File: config.mk
export PLATFORM = sky130hd
export DESIGN_NAME = spi_slave
export DESIGN_NICKNAME = d
export VERILOG_FILES = /design/src/rtl/spi_slave.sv
export SDC_FILE = /design/constraint.sdc
export NUM_CORES = 1
export LEC_CHECK = 0
export CAP_MARGIN = 20
export CORE_ASPECT_RATIO = 2
export CORE_MARGIN = 5
export CORE_UTILIZATION = 34
export DETAILED_ROUTE_END_ITERATION = 12
export GPL_TIMING_DRIVEN = 0
export SETUP_SLACK_MARGIN = 0.15
export SLEW_MARGIN = 20
export SYNTH_ARGS = -nofsm -noshare
export SYNTH_HDL_FRONTEND = slang
export SYNTH_SLANG_ARGS = --single-unit
File: constraint.sdc
create_clock -name clk -period 3.4 [get_ports clk]
set_input_delay 0.68 -clock clk [delete_from_list [all_inputs] [get_ports clk]]
set_output_delay 0.68 -clock clk [all_outputs]
set_load 0.005 [all_outputs]
File: src/rtl/spi_slave.sv
// spi_slave: oversampled SPI mode-0 slave, LSB first, with rx valid/ready port and one-deep tx holding register
module spi_slave #(
   parameter int WIDTH = 16,
   parameter logic [WIDTH-1:0] DEFAULT_TX = '0
) (
   input  logic             clk,
   input  logic             rst_n,
   input  logic             sck,
   input  logic             nss,
   input  logic             mosi,
   output logic             miso,
   output logic             miso_oe,
   input  logic [WIDTH-1:0] tx_data,
   input  logic             tx_valid,
   output logic             tx_ready,
   output logic [WIDTH-1:0] rx_data,
   output logic             rx_valid,
   input  logic             rx_ready,
   output logic             rx_overrun,
   output logic             tx_underrun,
   output logic             frame_err,
   output logic             busy
);
   localparam int CW = $clog2(WIDTH);
   localparam logic [CW-1:0] LAST = CW'(WIDTH - 1);
   typedef enum logic {IDLE, SHIFT} state_t;
   state_t state, state_nx;
   logic [2:0] sck_q, nss_q;
   logic [1:0] mosi_q;
   logic [CW-1:0] bit_cnt;
   logic [WIDTH-1:0] rx_shift, rx_next, tx_shift, tx_hold;
   logic tx_full, reload_pend;
   logic sck_rise, sck_fall, start, stop, rise, fall, done, load, write;
   always_comb begin
      sck_rise = sck_q[1] & ~sck_q[2];
      sck_fall = ~sck_q[1] & sck_q[2];
      start = (state == IDLE) & ~nss_q[1] & nss_q[2];
      // nss rise wins over any sck edge seen in the same cycle
      stop = (state == SHIFT) & nss_q[1] & ~nss_q[2];
      rise = (state == SHIFT) & ~stop & sck_rise;
      fall = (state == SHIFT) & ~stop & sck_fall;
      done = rise & (bit_cnt == LAST);
      load = start | (fall & reload_pend);
      write = tx_valid & ~tx_full;
      rx_next = {mosi_q[1], rx_shift[WIDTH-1:1]};
      state_nx = start ? SHIFT : stop ? IDLE : state;
   end
   always_ff @(posedge clk) begin
      if (!rst_n) state <= IDLE;
      else state <= state_nx;
   end
   always_ff @(posedge clk) begin
      if (!rst_n) begin
         sck_q <= '0;
         nss_q <= '1;
         mosi_q <= '0;
         bit_cnt <= '0;
         rx_shift <= '0;
         rx_data <= '0;
         rx_valid <= 1'b0;
         rx_overrun <= 1'b0;
         tx_shift <= '0;
         tx_hold <= '0;
         tx_full <= 1'b0;
         tx_underrun <= 1'b0;
         reload_pend <= 1'b0;
         frame_err <= 1'b0;
      end else begin
         sck_q <= {sck_q[1:0], sck};
         nss_q <= {nss_q[1:0], nss};
         mosi_q <= {mosi_q[0], mosi};
         bit_cnt <= (start | stop | done) ? '0 : rise ? bit_cnt + 1'b1 : bit_cnt;
         rx_shift <= rise ? rx_next : rx_shift;
         rx_data <= done ? rx_next : rx_data;
         rx_valid <= done | (rx_valid & ~rx_ready);
         rx_overrun <= done & rx_valid & ~rx_ready;
         tx_shift <= load ? (tx_full ? tx_hold : DEFAULT_TX) : fall ? tx_shift >> 1 : tx_shift;
         tx_hold <= write ? tx_data : tx_hold;
         tx_full <= write | (tx_full & ~load);
         tx_underrun <= load & ~tx_full;
         reload_pend <= done ? 1'b1 : (fall | stop) ? 1'b0 : reload_pend;
         frame_err <= stop & (bit_cnt != '0);
      end
   end
   assign busy = state != IDLE;
   assign miso_oe = busy;
   assign miso = busy & tx_shift[0];
   assign tx_ready = ~tx_full;
endmodule
[Word-level counts from Yosys, hierarchy flattened]
Cells that the tools add are included.
Widths: inputs -> output; s select.
Word-level totals
  input bits: 23
  output and inout bits: 24
  register bits: 83
  logic and storage cells: 64
Cells by class
  bitwise gates (word level): 35
  mux-type cells: 7
  reduce and logical (&&, ||, !) cells: 5
  eq/ne operators: 1
  add/sub/neg operators: 1
Operators by type and width (count)
  $mux 16: 3
  $and 1x1->1: 19
  $not 1->1: 10
  $or 1x1->1: 6
  $reduce_bool 2->1: 3
  $add 4x1->4 const B: 1
  $eq 4x4->1 const B: 1
  $mux 1: 4
  $reduce_bool 4->1: 1
  $reduce_or 2->1: 1

[Logic depth before layout (Yosys ltp)]
  depth in word-level cells: 10
  depth in mapped cells: 7
  mapped depth without buffers: 5

[Worst setup path before layout]
OpenSTA, ideal clock, no wires.
  kind: reg-to-output
  start point: reg state, in the netlist busy
  end point: out miso
  cell stages (with the launch flop): 3
  path slack: 1.881 ns
  buffers on the path: 1
  arrival: 0.839 ns
  cell sequence: dfxtp_1 -> buf_2 -> and2_1
On the way
  word-level cells in the longest chain between the ends: 1
RTL lines
  start, declared: line 27  | state_t state, state_nx;
  start signal, assigned: line 50  | else state <= state_nx;
  $and 1x1->1: line 87  | assign miso = busy & tx_shift[0];
  end, declared: line 11  | output logic miso,
Every way passes these cells.

[Final worst setup path]
Same ends and word-level chain as after synthesis.

==> tab_implementation.tex <==
\begin{tabular}{lr}
\hline
Metric & Value \\
\hline
\multicolumn{2}{l}{\textbf{Worst setup path}} \\
\quad Cell family contributing the most delay on the critical path & buffers and inverters \\
\quad Crit-path max FO & 10 \\
\quad Slowest cell on crit path & sky130\_fd\_sc\_hd\_\_clkdlybuf4s50\_1 \\
\quad Required time of the critical path & 2.72 ns \\
\quad Startpoint-to-endpoint class of the critical path & flip-flop to primary output \\
\quad Signal arrival time at the worst endpoint & 1.79 ns \\
\quad Maximum cell stage delay along the critical path & 0.50 ns \\
\quad Endpoint kind of the worst setup timing path & primary output \\
\quad Buf+Inv Stages, Crit Path & 2 \\
\quad Type of origin of the critical path & flip-flop \\
\quad Cell Chain, Critical Path & buf\_2, and2\_1, clkdlybuf4s50\_1 \\
\multicolumn{2}{l}{\textbf{Power}} \\
\quad Part of the total power dissipated in sequential elements & 46.3\% \\
\quad Switch Pwr & 466.2 uW \\
\quad Switching share of total power & 21.42\% \\
\quad Largest vdd supply drop & 0.3047 mV \\
\quad Static Leak & 0.001460 uW \\
\quad Power per Cell Area & 536.2 nW/um2 \\
\quad Internal cell power & 1711 uW \\
\quad Proportion of power drawn by combinational gates & 5.8\% \\
\quad Clock network power share & 47.9\% \\
\multicolumn{2}{l}{\textbf{Detailed routing}} \\
\quad Initial DRT Pass Iterations & 4 \\
\quad DR WL/cell & 13.73 um \\
\quad Detailed-route DRC error count & 0 \\
\quad Mean number of vias per cell & 5.059 \\
\quad Number of vias after detailed routing & 2651 \\
\quad Number of routed nets with antenna violations & 0 \\
\quad First DRT Iteration DRCs & 128 \\
\quad DRT Wirelength & 7.194 mm \\
\multicolumn{2}{l}{\textbf{Cells and area}} \\
\quad Storage element area & 1642 um2 \\
\quad Combined area of the multi-input logic cells & 1354 um2 \\
\quad Fillcell total & 936 \\
\quad Final nets & 442 \\
\quad Ratio of cells with drive above 1 in the final layout & 11.14\% \\
\quad Relative area change from synthesis to final layout & 28.46\% \\
\quad Ant diodes & 0 \\
\multicolumn{2}{l}{\textbf{Timing}} \\
\quad Worst hold margin & 0.4088 ns \\
\quad Max Fclk & 404.7 MHz \\
\quad Summed negative setup slack over all endpoints & 0 ns \\
\quad Count of final setup violators & 0 \\
\quad Setup repair after global routing missed its margin & false \\
\quad Post-route fraction of the period consumed by the critical path & 72.68\% \\
\quad Number of endpoints with negative hold slack in the final report & 0 \\
\quad Clock skew & 0.004061 ns \\
\quad Tightest slew margin relative to the limit & 66.40\% \\
\quad Final min period & 2.471 ns \\
\quad Total count of max-transition violations in the final report & 0 \\
\quad Worst slew pin tran & 0.5040 ns \\
\multicolumn{2}{l}{\textbf{Floorplanning}} \\
\quad Die outline width & 78.18 um \\
\quad Die H & 146.4 um \\
\quad Core Region & 9074 um2 \\
\quad Number of top-level pins & 47 \\
\quad Die area & 11440 um2 \\
\quad Initial standard-cell utilization of the core & 34.83\% \\
\quad Row cnt & 49 \\
\multicolumn{2}{l}{\textbf{Clock network}} \\
\quad Clock tree from TritonCTS & yes \\
\quad Maximum count of clock buffers along a single path & 2 \\
\quad Source-to-sink clock delay at the later pin of the worst-skew pair & 0.33 ns \\
\quad Clock root buffer master & sky130\_fd\_sc\_hd\_\_clkbuf\_16 \\
\quad Clock transition at the register clock pins on the worst setup and hold paths after CTS & 0.06 ns \\
\quad CTS-repair resized insts & 0 \\
\quad Number of CTS-inserted buffers & 9 \\
\quad Cts-stage hold buffer count & 0 \\
\quad Post CTS Setup Buffer Count & 0 \\
\quad Number of clock sinks & 82 \\
\quad Count of H-tree levels built during CTS & 3 \\
\multicolumn{2}{l}{\textbf{Yosys}} \\
\quad Distinct cell type count after synthesis & 35 \\
\quad Synthesized netlist net count & 386 \\
\quad Share of the yosys chip area belonging to registers & 51.94\% \\
\quad Mapped cell area & 3161 um2 \\
\quad Syn. warnings & 0 \\
\quad Average size of a mapped cell & 8.755 um2 \\
\quad Instance count of the mapped netlist & 361 \\
\quad Post-synthesis sequential element count & 82 \\
\multicolumn{2}{l}{\textbf{Placement}} \\
\quad Placer Congestion & 0.7615 \\
\quad Half-perimeter wire length after detailed placement & 5.367 mm \\
\quad Port Buffer Count & 45 \\
\multicolumn{2}{l}{\textbf{Global routing}} \\
\quad Via count of the first global-routing pass & 2628 \\
\quad Overall routing resource usage & 13.25\% \\
\quad Maximum number of pins on one net before global-route repair & 14 \\
\quad Total gr overflow & 0 \\
\quad First-pass GRT wire length & 12.03 mm \\
\quad Antenna violations before repair & 0 \\
\multicolumn{2}{l}{\textbf{Worst hold path}} \\
\quad Tightest Hold Check Type & flip-flop to flip-flop \\
\multicolumn{2}{l}{\textbf{Flow run}} \\
\quad Number of violations of the max-capacitance limit & 0 \\
\multicolumn{2}{l}{\textbf{Outcome}} \\
\quad Result of the run & complete, no violations \\
\hline
\end{tabular}
## flip-flops by register name, indices dropped and copies added (netlist names)
name,flops
tx_underrun,1
rx_shift,15
frame_err,1
bit_cnt,4
nss_q,3
sck_q,3
tx_full,1
tx_hold,16
rx_overrun,1
tx_shift,16
busy,1
mosi_q,2
rx_valid,1
rx_data,16
reload_pend,1
## path summary, 6_finish.rpt
path	start	slack [ns]	cells after the start	to
worst max-delay path	busy	0.93	3	miso
worst min-delay path	nss_q[0]	0.41	1	nss_q[1]
worst max register to register	bit_cnt[0]	1.75	6	rx_data[10]
worst min register to register	nss_q[0]	0.41	1	nss_q[1]
## layer usage
| layer | routed length (um) | track usage, % | share of wire [%] |
|---|---|---|---|
| met5 | 0 | 0 | 0 |
| met1 | 2702 | 12.90 | 38 |
| met3 | 307 | 3.206 | 4.3 |
| met2 | 4026 | 25.39 | 56 |
| met4 | 158 | 6.130 | 2.2 |
## metrics by stage
| stage | worst slack, ns | utilization [%] | cells | cell area (um2) | total power [uW] |
|---|---|---|---|---|---|
| after CTS | 0.8825 | 44.75 | 524 | 4060 | 2199 |
| after global routing | 0.8402 | 44.75 | 524 | 4060 | 2244 |
| after floorplan | 1.881 | - | 361 | 3161 | 1100 |
| after global placement | 1.189 | 41.20 | 508 | 3739 | 1155 |
| final | 0.9290 | 44.75 | 524 | 4060 | 2177 |
| after detailed placement | 1.151 | 41.20 | 508 | 3739 | 1158 |
## layout by cell type (no fill, tap or decap), types with 2 or more instances in the layout
master | synthesis | routed
sky130_fd_sc_hd__buf_6 | 2 | 2
sky130_fd_sc_hd__buf_2 | 6 | 6
sky130_fd_sc_hd__o21ai_0 | 18 | 18
sky130_fd_sc_hd__nor3_1 | 2 | 2
sky130_fd_sc_hd__nand2_1 | 84 | 84
sky130_fd_sc_hd__nor2_1 | 18 | 18
sky130_fd_sc_hd__a221oi_1 | 5 | 5
sky130_fd_sc_hd__clkinvlp_4 | 0 | 2
sky130_fd_sc_hd__bufinv_16 | 0 | 2
sky130_fd_sc_hd__ha_1 | 2 | 2
sky130_fd_sc_hd__and3_1 | 3 | 3
sky130_fd_sc_hd__clkbuf_16 | 0 | 9
sky130_fd_sc_hd__and2_1 | 6 | 6
sky130_fd_sc_hd__nand3_1 | 22 | 22
sky130_fd_sc_hd__inv_1 | 3 | 3
sky130_fd_sc_hd__dfxtp_1 | 82 | 82
sky130_fd_sc_hd__clkbuf_1 | 9 | 11
sky130_fd_sc_hd__clkdlybuf4s50_1 | 0 | 45
sky130_fd_sc_hd__buf_4 | 8 | 8
sky130_fd_sc_hd__a21oi_1 | 57 | 57
sky130_fd_sc_hd__nand2b_1 | 5 | 5
sky130_fd_sc_hd__nor2b_1 | 4 | 4
sky130_fd_sc_hd__a221oi_2 | 9 | 9
## cell type report
class / count / area share [%]
Sequential cell: 82 / 40.43
Multi-Input combinational cell: 249 / 33.34
Timing Repair Buffer: 45 / 11.09
Clock buffer: 12 / 6.071
Buffer: 26 / 3.698
Tap cell: 102 / 3.143
Clock inverter: 4 / 1.849
Inverter: 4 / 0.3698
## worst register-to-register path, cell delays in order (launching register included)
cell,delay (ns)
sky130_fd_sc_hd__dfxtp_1,0.37
sky130_fd_sc_hd__ha_1,0.23
sky130_fd_sc_hd__and3_1,0.17
sky130_fd_sc_hd__buf_4,0.16
sky130_fd_sc_hd__buf_1,0.37
sky130_fd_sc_hd__nand3_1,0.13
sky130_fd_sc_hd__a21oi_1,0.14
## synth_stat cells
cell	number	area share, %
sky130_fd_sc_hd__nor3b_4	1	0.59
sky130_fd_sc_hd__buf_6	2	0.71
sky130_fd_sc_hd__nor2_1	18	2.1
sky130_fd_sc_hd__and2_1	6	1.2
sky130_fd_sc_hd__and2b_1	1	0.24
sky130_fd_sc_hd__dfxtp_1	82	52
sky130_fd_sc_hd__nor2b_1	4	0.79
sky130_fd_sc_hd__inv_1	3	0.36
sky130_fd_sc_hd__nand3_1	22	3.5
sky130_fd_sc_hd__a221oi_1	5	1.4
sky130_fd_sc_hd__nand2_1	84	10
sky130_fd_sc_hd__a31oi_1	1	0.20
sky130_fd_sc_hd__ha_1	2	0.79
sky130_fd_sc_hd__nand4_4	1	0.67
sky130_fd_sc_hd__a41oi_1	1	0.28
sky130_fd_sc_hd__a31o_2	1	0.28
sky130_fd_sc_hd__nand3_2	1	0.32
sky130_fd_sc_hd__nand3b_1	1	0.24
sky130_fd_sc_hd__nand2b_1	5	0.99
sky130_fd_sc_hd__o211ai_1	1	0.24
sky130_fd_sc_hd__inv_2	1	0.12
sky130_fd_sc_hd__buf_2	6	0.95
sky130_fd_sc_hd__buf_4	8	1.9
sky130_fd_sc_hd__nor2_4	1	0.36
sky130_fd_sc_hd__buf_1	1	0.12
sky130_fd_sc_hd__nand4_1	1	0.20
sky130_fd_sc_hd__nor3_1	2	0.32
sky130_fd_sc_hd__xor2_1	1	0.28
sky130_fd_sc_hd__a31oi_4	1	0.67
sky130_fd_sc_hd__a21oi_1	57	9.0
sky130_fd_sc_hd__a221oi_2	9	4.3
sky130_fd_sc_hd__clkbuf_1	9	1.1
sky130_fd_sc_hd__and3_1	3	0.59
sky130_fd_sc_hd__o21a_4	1	0.47
sky130_fd_sc_hd__o21ai_0	18	2.9
## cell families (layout without fill, tap and decap cells)
logic type,after synthesis,after routing,synth area share (%)
and+or+nand+nor,151,151,22.09
AOI/OAI and AO/OA,95,95,19.68
DFF,82,82,51.94
buffers and inverters,30,91,5.225
adders and majority gates,2,2,0.7916
xor gates and xnor gates,1,1,0.2772
## power groups by stage
stage          Combinational, uW  Sequential, uW  Clock, uW
3_5_place_dp                 129            1030          0
4_1_cts                      130            1010       1060
5_1_grt                      141            1010       1090
2_1_floorplan               76.9            1020          0
6_report                     127            1010       1040
3_3_place_gp                 127            1030          0
Note: power is estimated with default switching activity, not from simulation.
